==> src/rtl/fifo_pkg.sv <==
// Shared types and sizing helpers for the fifo_v4 stream FIFO.
package fifo_pkg;

    typedef enum logic {FIFO_REGISTERED, FIFO_FALL_THROUGH} fifo_mode_e;

    function automatic int cnt_width(input int depth);
        return $clog2(depth + 1);
    endfunction

    function automatic int ptr_width(input int depth);
        return (depth > 1) ? $clog2(depth) : 1;
    endfunction

endpackage

==> src/rtl/fifo_v4_ctrl.sv <==
// Pointer, fill-level and flag control for fifo_v4; independent of the payload type.
module fifo_v4_ctrl
    import fifo_pkg::*;
#(
    parameter bit FALL_THROUGH = 1'b0,
    parameter int DEPTH = 8,
    localparam int CNT_WIDTH = cnt_width(DEPTH),
    localparam int PTR_WIDTH = ptr_width(DEPTH)
) (
    input  logic                 clk,
    input  logic                 rst,
    input  logic                 flush,
    input  logic                 wr_valid,
    input  logic                 rd_ready,
    input  logic [CNT_WIDTH-1:0] alm_full_th,
    input  logic [CNT_WIDTH-1:0] alm_empty_th,
    output logic                 wr_ready,
    output logic                 rd_valid,
    output logic                 push,
    output logic                 bypass,
    output logic [PTR_WIDTH-1:0] wr_ptr,
    output logic [PTR_WIDTH-1:0] rd_ptr,
    output logic [CNT_WIDTH-1:0] usage,
    output logic                 full,
    output logic                 empty,
    output logic                 alm_full,
    output logic                 alm_empty
);

    logic write;
    logic read;
    logic pop;

    assign full      = (usage == CNT_WIDTH'(DEPTH));
    assign empty     = (usage == '0);
    assign alm_full  = (usage >= alm_full_th);
    assign alm_empty = (usage <= alm_empty_th);

    // In fall-through mode an empty FIFO presents the incoming word as its head.
    assign bypass   = FALL_THROUGH && empty;
    assign wr_ready = !full && !flush;
    assign rd_valid = !flush && (bypass ? wr_valid : !empty);

    assign write = wr_valid && wr_ready;
    assign read  = rd_valid && rd_ready;
    // A word that is both accepted and consumed while bypassing is never stored.
    assign push  = write && !(bypass && read);
    assign pop   = read && !bypass;

    always_ff @(posedge clk or posedge rst) begin
        if (rst) begin
            wr_ptr <= '0;
            rd_ptr <= '0;
            usage  <= '0;
        end else if (flush) begin
            wr_ptr <= '0;
            rd_ptr <= '0;
            usage  <= '0;
        end else begin
            if (push) begin
                wr_ptr <= (wr_ptr == PTR_WIDTH'(DEPTH - 1)) ? '0 : wr_ptr + PTR_WIDTH'(1);
            end
            if (pop) begin
                rd_ptr <= (rd_ptr == PTR_WIDTH'(DEPTH - 1)) ? '0 : rd_ptr + PTR_WIDTH'(1);
            end
            if (push && !pop) begin
                usage <= usage + CNT_WIDTH'(1);
            end else if (pop && !push) begin
                usage <= usage - CNT_WIDTH'(1);
            end
        end
    end

endmodule

==> src/rtl/fifo_v4.sv <==
// Valid/ready stream FIFO with programmable almost-full/empty thresholds.
// Define FIFO_V4_WATERMARK_EN to add the hwm_clr_i/hwm_o high-watermark monitor.
module fifo_v4
    import fifo_pkg::*;
#(
    parameter bit  FALL_THROUGH = 1'b0,
    parameter int  DATA_WIDTH   = 32,
    parameter int  DEPTH        = 8,
    parameter type dtype        = logic [DATA_WIDTH-1:0],
    localparam int CNT_WIDTH    = cnt_width(DEPTH)
) (
    input  logic                 clk_i,
    input  logic                 rst_i,
    input  logic                 flush_i,
    input  logic                 testmode_i,
    input  logic [CNT_WIDTH-1:0] alm_full_th_i,
    input  logic [CNT_WIDTH-1:0] alm_empty_th_i,
    input  dtype                 data_i,
    input  logic                 valid_i,
    output logic                 ready_o,
    output dtype                 data_o,
    output logic                 valid_o,
    input  logic                 ready_i,
    output logic [CNT_WIDTH-1:0] usage_o,
    output logic                 full_o,
    output logic                 empty_o,
    output logic                 alm_full_o,
`ifdef FIFO_V4_WATERMARK_EN
    input  logic                 hwm_clr_i,
    output logic [CNT_WIDTH-1:0] hwm_o,
`endif
    output logic                 alm_empty_o
);

    localparam int PTR_WIDTH = ptr_width(DEPTH);

    if (DEPTH < 1) begin : g_bad_depth
        $error("fifo_v4: DEPTH must be at least 1");
    end

    logic                 push;
    logic                 bypass;
    logic [PTR_WIDTH-1:0] wr_ptr;
    logic [PTR_WIDTH-1:0] rd_ptr;
    dtype                 mem [DEPTH];

    // Storage is ungated, so there is no clock gate for test mode to bypass.
    logic unused_testmode;
    assign unused_testmode = testmode_i;

    fifo_v4_ctrl #(
        .FALL_THROUGH (FALL_THROUGH),
        .DEPTH        (DEPTH)
    ) u_ctrl (
        .clk          (clk_i),
        .rst          (rst_i),
        .flush        (flush_i),
        .wr_valid     (valid_i),
        .rd_ready     (ready_i),
        .alm_full_th  (alm_full_th_i),
        .alm_empty_th (alm_empty_th_i),
        .wr_ready     (ready_o),
        .rd_valid     (valid_o),
        .push         (push),
        .bypass       (bypass),
        .wr_ptr       (wr_ptr),
        .rd_ptr       (rd_ptr),
        .usage        (usage_o),
        .full         (full_o),
        .empty        (empty_o),
        .alm_full     (alm_full_o),
        .alm_empty    (alm_empty_o)
    );

    always_ff @(posedge clk_i) begin
        if (push) begin
            mem[wr_ptr] <= data_i;
        end
    end

    always_comb begin
        data_o = mem[rd_ptr];
        if (bypass) begin
            data_o = data_i;
        end
    end

`ifdef FIFO_V4_WATERMARK_EN
    always_ff @(posedge clk_i or posedge rst_i) begin
        if (rst_i) begin
            hwm_o <= '0;
        end else if (hwm_clr_i) begin
            hwm_o <= usage_o;
        end else if (usage_o > hwm_o) begin
            hwm_o <= usage_o;
        end
    end
`endif

`ifndef SYNTHESIS
    head_stable: assert property (@(posedge clk_i) disable iff (rst_i)
        (valid_o && !ready_i && !flush_i) |=> (flush_i || $stable(data_o)));
`endif

endmodule

==> config.mk <==
export PLATFORM = sky130hd
export DESIGN_NAME = fifo_v4
export DESIGN_NICKNAME = d
export VERILOG_FILES = /design/src/rtl/fifo_pkg.sv /design/src/rtl/fifo_v4_ctrl.sv /design/src/rtl/fifo_v4.sv
export SDC_FILE = /design/constraint.sdc
export NUM_CORES = 1
export LEC_CHECK = 0
export BUFFER_PORTS_ARGS = -buffer_cell sky130_fd_sc_hd__buf_2
export CAP_MARGIN = 30
export CORE_MARGIN = 10
export CORE_UTILIZATION = 23
export DETAILED_ROUTE_END_ITERATION = 8
export PLACE_DENSITY = 0.49
export SETUP_SLACK_MARGIN = 0.15
export SLEW_MARGIN = 10
export SYNTH_ARGS = -nofsm -noshare
export SYNTH_HDL_FRONTEND = slang
export SYNTH_HIERARCHICAL = 1
export SYNTH_SLANG_ARGS = --single-unit
==> constraint.sdc <==
create_clock -name clk_i -period 5.15 [get_ports clk_i]
set_input_delay 0.7725 -clock clk_i [delete_from_list [all_inputs] [get_ports clk_i]]
set_output_delay 0.7725 -clock clk_i [all_outputs]
set_load 0.02 [all_outputs]
======== Yosys cells after proc, flatten, opt, wreduce, memory -nomap -nowiden ========
Memories as Yosys holds them, arrays and structs flattened.
Cells that the tools add are included.
Widths: inputs -> output; s select.
word-level totals
  register bits after elaboration ......... 10
  RAM bits ................................ 256
  input port bits ......................... 46
  output and inout port bits .............. 42
  memory bits (read-only) ................. 0
  memories kept ........................... 1
  word-level logic and storage cells ...... 39
  latch bits .............................. 0
cells by class
  reduce and logical (&&, ||, !) cells .... 15
  $mul .................................... 0
  shifts and indexed selects .............. 0
  add/sub/neg operators ................... 4
  bitwise operators ....................... 0
  equality and inequality tests ........... 3
  divide/modulo/power cells ............... 0
  mux-type cells .......................... 11
  magnitude comparators ................... 2
memories
  name  words  bits a word  read ports  clocked after memory_dff  write ports  RTL line       text
  mem   8      32           1           0                         1            fifo_v4.sv:45  dtype mem [DEPTH];
operators by type and width
  kind                 count
  $mux 3               6
  $mux 4               3
  $add 3x1->3 const B  2
  $eq 3x3->1 const B   2
  $logic_and 1x1->1    6
  $logic_not 1->1      5
  $add 4x1->4 const B  1
  $eq 4x4->1 const B   1
  $ge 4x4->1           1
  $le 4x4->1           1
  $logic_not 4->1      1
  $reduce_bool 2->1    2
  $sub 4x1->4 const B  1
  $reduce_bool 3->1    1
  $mux 1               2

======== Longest topological paths before layout ========
  depth after elaboration ................. 9
  gate-level depth with buffers ........... 11
  gate-level depth less buffers ........... 10

======== Hierarchy ========
Netlist, hierarchy kept.
by module, submodules not included
  module        seq. area each (um^2)  cells each  times used  area an instance (um^2)
  fifo_v4       7687.4                 563         1           10378.7
  fifo_v4_ctrl  250.2                  96          1           847.1

======== Worst setup path after synthesis ========
OpenSTA, ideal clock, no wires.
  path kind ............................... input-to-reg
  start point ............................. input port valid_i
  end point ............................... memory mem[0][0] in the netlist's numbering (enable)
  stages on the path ...................... 5
  path slack .............................. 1203 ps
  buffers on the path ..................... 0
  required time ........................... 4689 ps
  setup time .............................. 461 ps
  arrival ................................. 3486 ps
  cells stage by stage .................... nor2b_1 -> nand2_1 -> inv_2 -> nand2b_1 -> nor3_1
between the ends
  longest elaborated chain between the ends .. 3
RTL lines
  what                          RTL line            text
  from (decl)                   fifo_v4.sv:19       input logic valid_i,
  $logic_and 1x1->1             fifo_v4_ctrl.sv:44  assign write = wr_valid && wr_ready;
  net push                      fifo_v4.sv:41       logic push;
  $mux 1                        fifo_v4.sv:76       if (push) begin
  $mux 1 (implied by the code)  fifo_v4.sv:77       mem[wr_ptr] <= data_i;
  to (decl)                     fifo_v4.sv:45
The timed path passes the listed nets, and every way through them passes these cells.

==> flow_results.org <==
** GRT
- The first global-routing pass estimated a little under 40 mm of wire.
- Number of antenna violations at the first check in global routing :: 6
- Entering global routing, the biggest net connects 65 pins.
- For this run, the total global-route usage over all layers was measured as 8.87%.
- Vias in the first global route :: roughly 6,000
- The total overflow left after global routing is 0.

** Final layout
- The post-route netlist has between 30% and 40% of its cells at a drive strength greater than 1.
- Layout Cell Area excl Fill :: around 0.013 mm2
- Summing all multi-input logic gate instances after layout gives 0.00304 mm2.
- Combined flip-flop and latch cell area :: 0.00794 mm2
- Count of fill cells added during filler insertion :: 4,809
- Number of nets in the finished design :: ~800
- The library cell used most frequently in the layout, excluding fill and tap cells, is edfxtp_1.
- The area growth from synthesis to layout is 18.8%.
- Cells fill approximately 28% of the core in the end.
- In the layout the commonest cells are 256 x edfxtp_1, 86 x buf_2, 64 x mux2i_1, 64 x mux2_2, 46 x nand2_1.
- Non-Filler Instances :: 1,393

** CTS
- Cell at the root of the clock tree :: clkbuf_16
- Total clock buffers created by CTS :: 30
- Number of H-tree levels :: 1
- Number of setup buffers added after CTS :: 0
- Post-cts hold buffer count :: 0
- Counting along the longest clock path gives a buffer depth of 3.
- Clock slew seen by the registers of the worst setup and hold paths :: around 0.060 ns
- Clock latency on the worst-skew pair, taken at its later pin, is approximately 0.55 ns.
- TritonCTS built the clock tree.
- TritonCTS sink count :: 266
- Number of gates given a new drive strength after cts :: 0

** Die
- The initialized floorplan defines 80 standard-cell rows.
- Core ar. :: ~0.048 mm2
- Initial Util :: 23.4%
- The die is ~240 um tall.
- Pin placement for this block handled 88 I/O pins.
- Die outline area :: slightly below 0.06 mm2
- The die is roughly 240 um wide.

** Drt
- Dividing the detail-routed via count by the number of cells gives between 4 and 5.
- After detailed routing, the number of remaining DRC violations is 0.
- The final layout contains routed wiring with a total length of roughly 26 mm.
- Number of nets still failing antenna checks after routing :: 0
- Initial drt markers :: between 200 and 300
- Detailed-routing iteration count for the pre-antenna-repair pass :: 5
- In the final routed layout, each cell accounts on average for 18.6 um.
- The routed layout has between 5,000 and 6,000 vias.

** Synthesis
- Yosys top cell area share :: 68.5%
- Cell variety after synth :: 42
- Register bit total from synthesis :: ~270
- Counting every net in the synthesized netlist gives roughly 700.
- The biggest area contributor in the post-synthesis netlist is edfxtp_1.
- Average cell area after synthesis :: 17.0 um2
- Synthesized instance count :: 659
- In the post-synthesis netlist, the biggest area contributors are edfxtp_1 68%, mux2_2 6.4%, mux2i_1 5.7%, o31ai_2 3.5%, a22o_1 2.6%.
- Synth Cell Area :: ~0.011 mm2
- The share of the Yosys chip area taken by registers is 70.7%.
- The Yosys step of the flow raised 6 warnings.

** Placed design
- Post-placement worst setup slack :: ~1.8 ns
- Routability-driven placement finished with a final weighted congestion of about 0.67.
- HPWL reported at the end of detailed placement :: 15.6 mm
- Total instance count after detailed placement :: 1,336
- Port buffer count :: 86
- Instance area at placement :: 0.0124 mm2

** Setup path
- At the worst endpoint, the arrival time is a little over 3 ns.
- The critical path is of the reg2out type.
- Critical Path Source Type :: register
- The most critical setup path has its startpoint at u_ctrl/rd_ptr[0].
- Crit path max fanout :: between 50 and 60
- Data required time at the worst endpoint :: 4.38 ns
- Critical Path End Type :: output pin
- Critical register-to-register path startpoint :: u_ctrl/usage[3]

** Timing
- Measured slew at the worst slew-check pin :: around 0.94 ns
- Fin Clk Skew :: around 0.0091 ns
- Setup violations remaining at the end of the flow were counted as 0.
- Final Cycle Share :: between 70% and 80%
- The count of final hold-check violations was 0.
- Number of pins with negative max-slew slack in the final report :: 0
- Adding up every negative setup slack in the final design gives 0 ns.
- Setup slack on the critical path of the routed design comes to 1.29 ns.
- Static timing analysis puts the maximum clock frequency at roughly 260 MHz.
- Time the worst path needs with I/O delays and setup :: 3.86 ns
- Final hold slack :: 0.215 ns
- Setup repair after global routing missed its margin :: false
- Measured against its own limit, the worst slew margin works out to a little under two fifths.

** Pwr
- Summing internal, switching and leakage power gives approximately 5.8 mW.
- Power per cell area :: approximately 430 mW/mm2
- For this design the static power due to leakage is about 4.6 nW.
- Peak ir drop on the vdd network :: 217 uV

** Status
- Outcome :: finished clean

** Run
- The tool flagged a number of max-cap violations equal to 0.

** Worst hold path
- Worst min-delay path class :: in2async
-- worst max-delay path, stage by stage (launching register included) --
cell and delay (ns):
dfrtp_4 0.98, buf_4 0.53, mux2i_1 0.13, a22o_1 0.26, o31ai_2 0.32, buf_2 0.24
-- cells in the mapped netlist --
cell,instances
or4_4,1
a21o_1,2
xor2_1,1
buf_2,3
o21ai_0,5
edfxtp_1,256
mux2_2,64
nand2_1,46
nor2_1,12
inv_2,1
clkbuf_1,17
xnor2_1,1
a41o_1,1
mux2i_1,64
a21oi_1,5
fa_1,1
clkinv_2,1
o22ai_1,32
nand3_2,1
o31ai_2,31
buf_1,1
buf_12,4
buf_6,6
o31ai_1,2
ha_1,14
dfrtp_1,10
nand2b_1,10
a22o_1,33
or3_4,1
or4b_1,1
nor3_1,2
o21ai_1,1
nand3_1,2
nor2b_1,4
mux2_1,1
nand4b_1,1
inv_1,11
conb_1,1
nor3b_2,1
buf_4,5
nand3b_1,2
clkbuf_2,1
-- report_power, final --
part	internal, mW	leakage, nW	switching (mW)
clock	1.19	0.463	0.817
combinational	0.532	1.67	0.660
sequential	2.46	2.44	0.120
-- cells by family after synthesis --
group	after synthesis	synth area share (%)
flip-flops	266	70.7
multiplexers	129	12.2
AO/OA/AOI/OAI	112	8.66
AND/OR/NAND/NOR	84	3.60
buffers and inverters	50	2.88
adder cells (fa/ha/maj)	15	1.74
XOR/XNOR	2	0.156
other	1	0.0334
-- routing by layer --
metal | wire length [um] | global-route usage [%] | part of all wire [%]
met5 | 47 | 0 | 0.18
met4 | 363 | 1.81 | 1.4
met3 | 1540 | 2.46 | 5.9
met2 | 12300 | 14.6 | 47
met1 | 11700 | 11.5 | 45
-- state kept, by name, summed over array words and instances, names as in the netlist --
name and flops:
mem 256, u_ctrl/rd_ptr 3, u_ctrl/usage 4, u_ctrl/wr_ptr 3
-- cell type report --
type	instances	area share (%)
diodes	1	0.0188
clock buffers	35	5.93
clock inverters	19	1.04
inverters	13	0.375
multi-input cells	343	22.8
flip-flops and latches	266	59.6
well taps	615	5.77
repair buffers	101	4.53
-- worst paths after layout --
path | end | slack (ns) | cells past startpoint
worst max register to register | mem[0][14] | 2.25 | 6
min in group clk_i | mem[3][8] | 0.52 | 1
worst min register to register | u_ctrl/wr_ptr[2] | 0.58 | 2
worst max-delay path | data_o[6] | 1.29 | 5
worst min-delay path | u_ctrl/usage[3] | 0.21 | 2
max in group asynchronous | u_ctrl/rd_ptr[0] | 4.60 | 2
(Power assumes the default switching activity.)
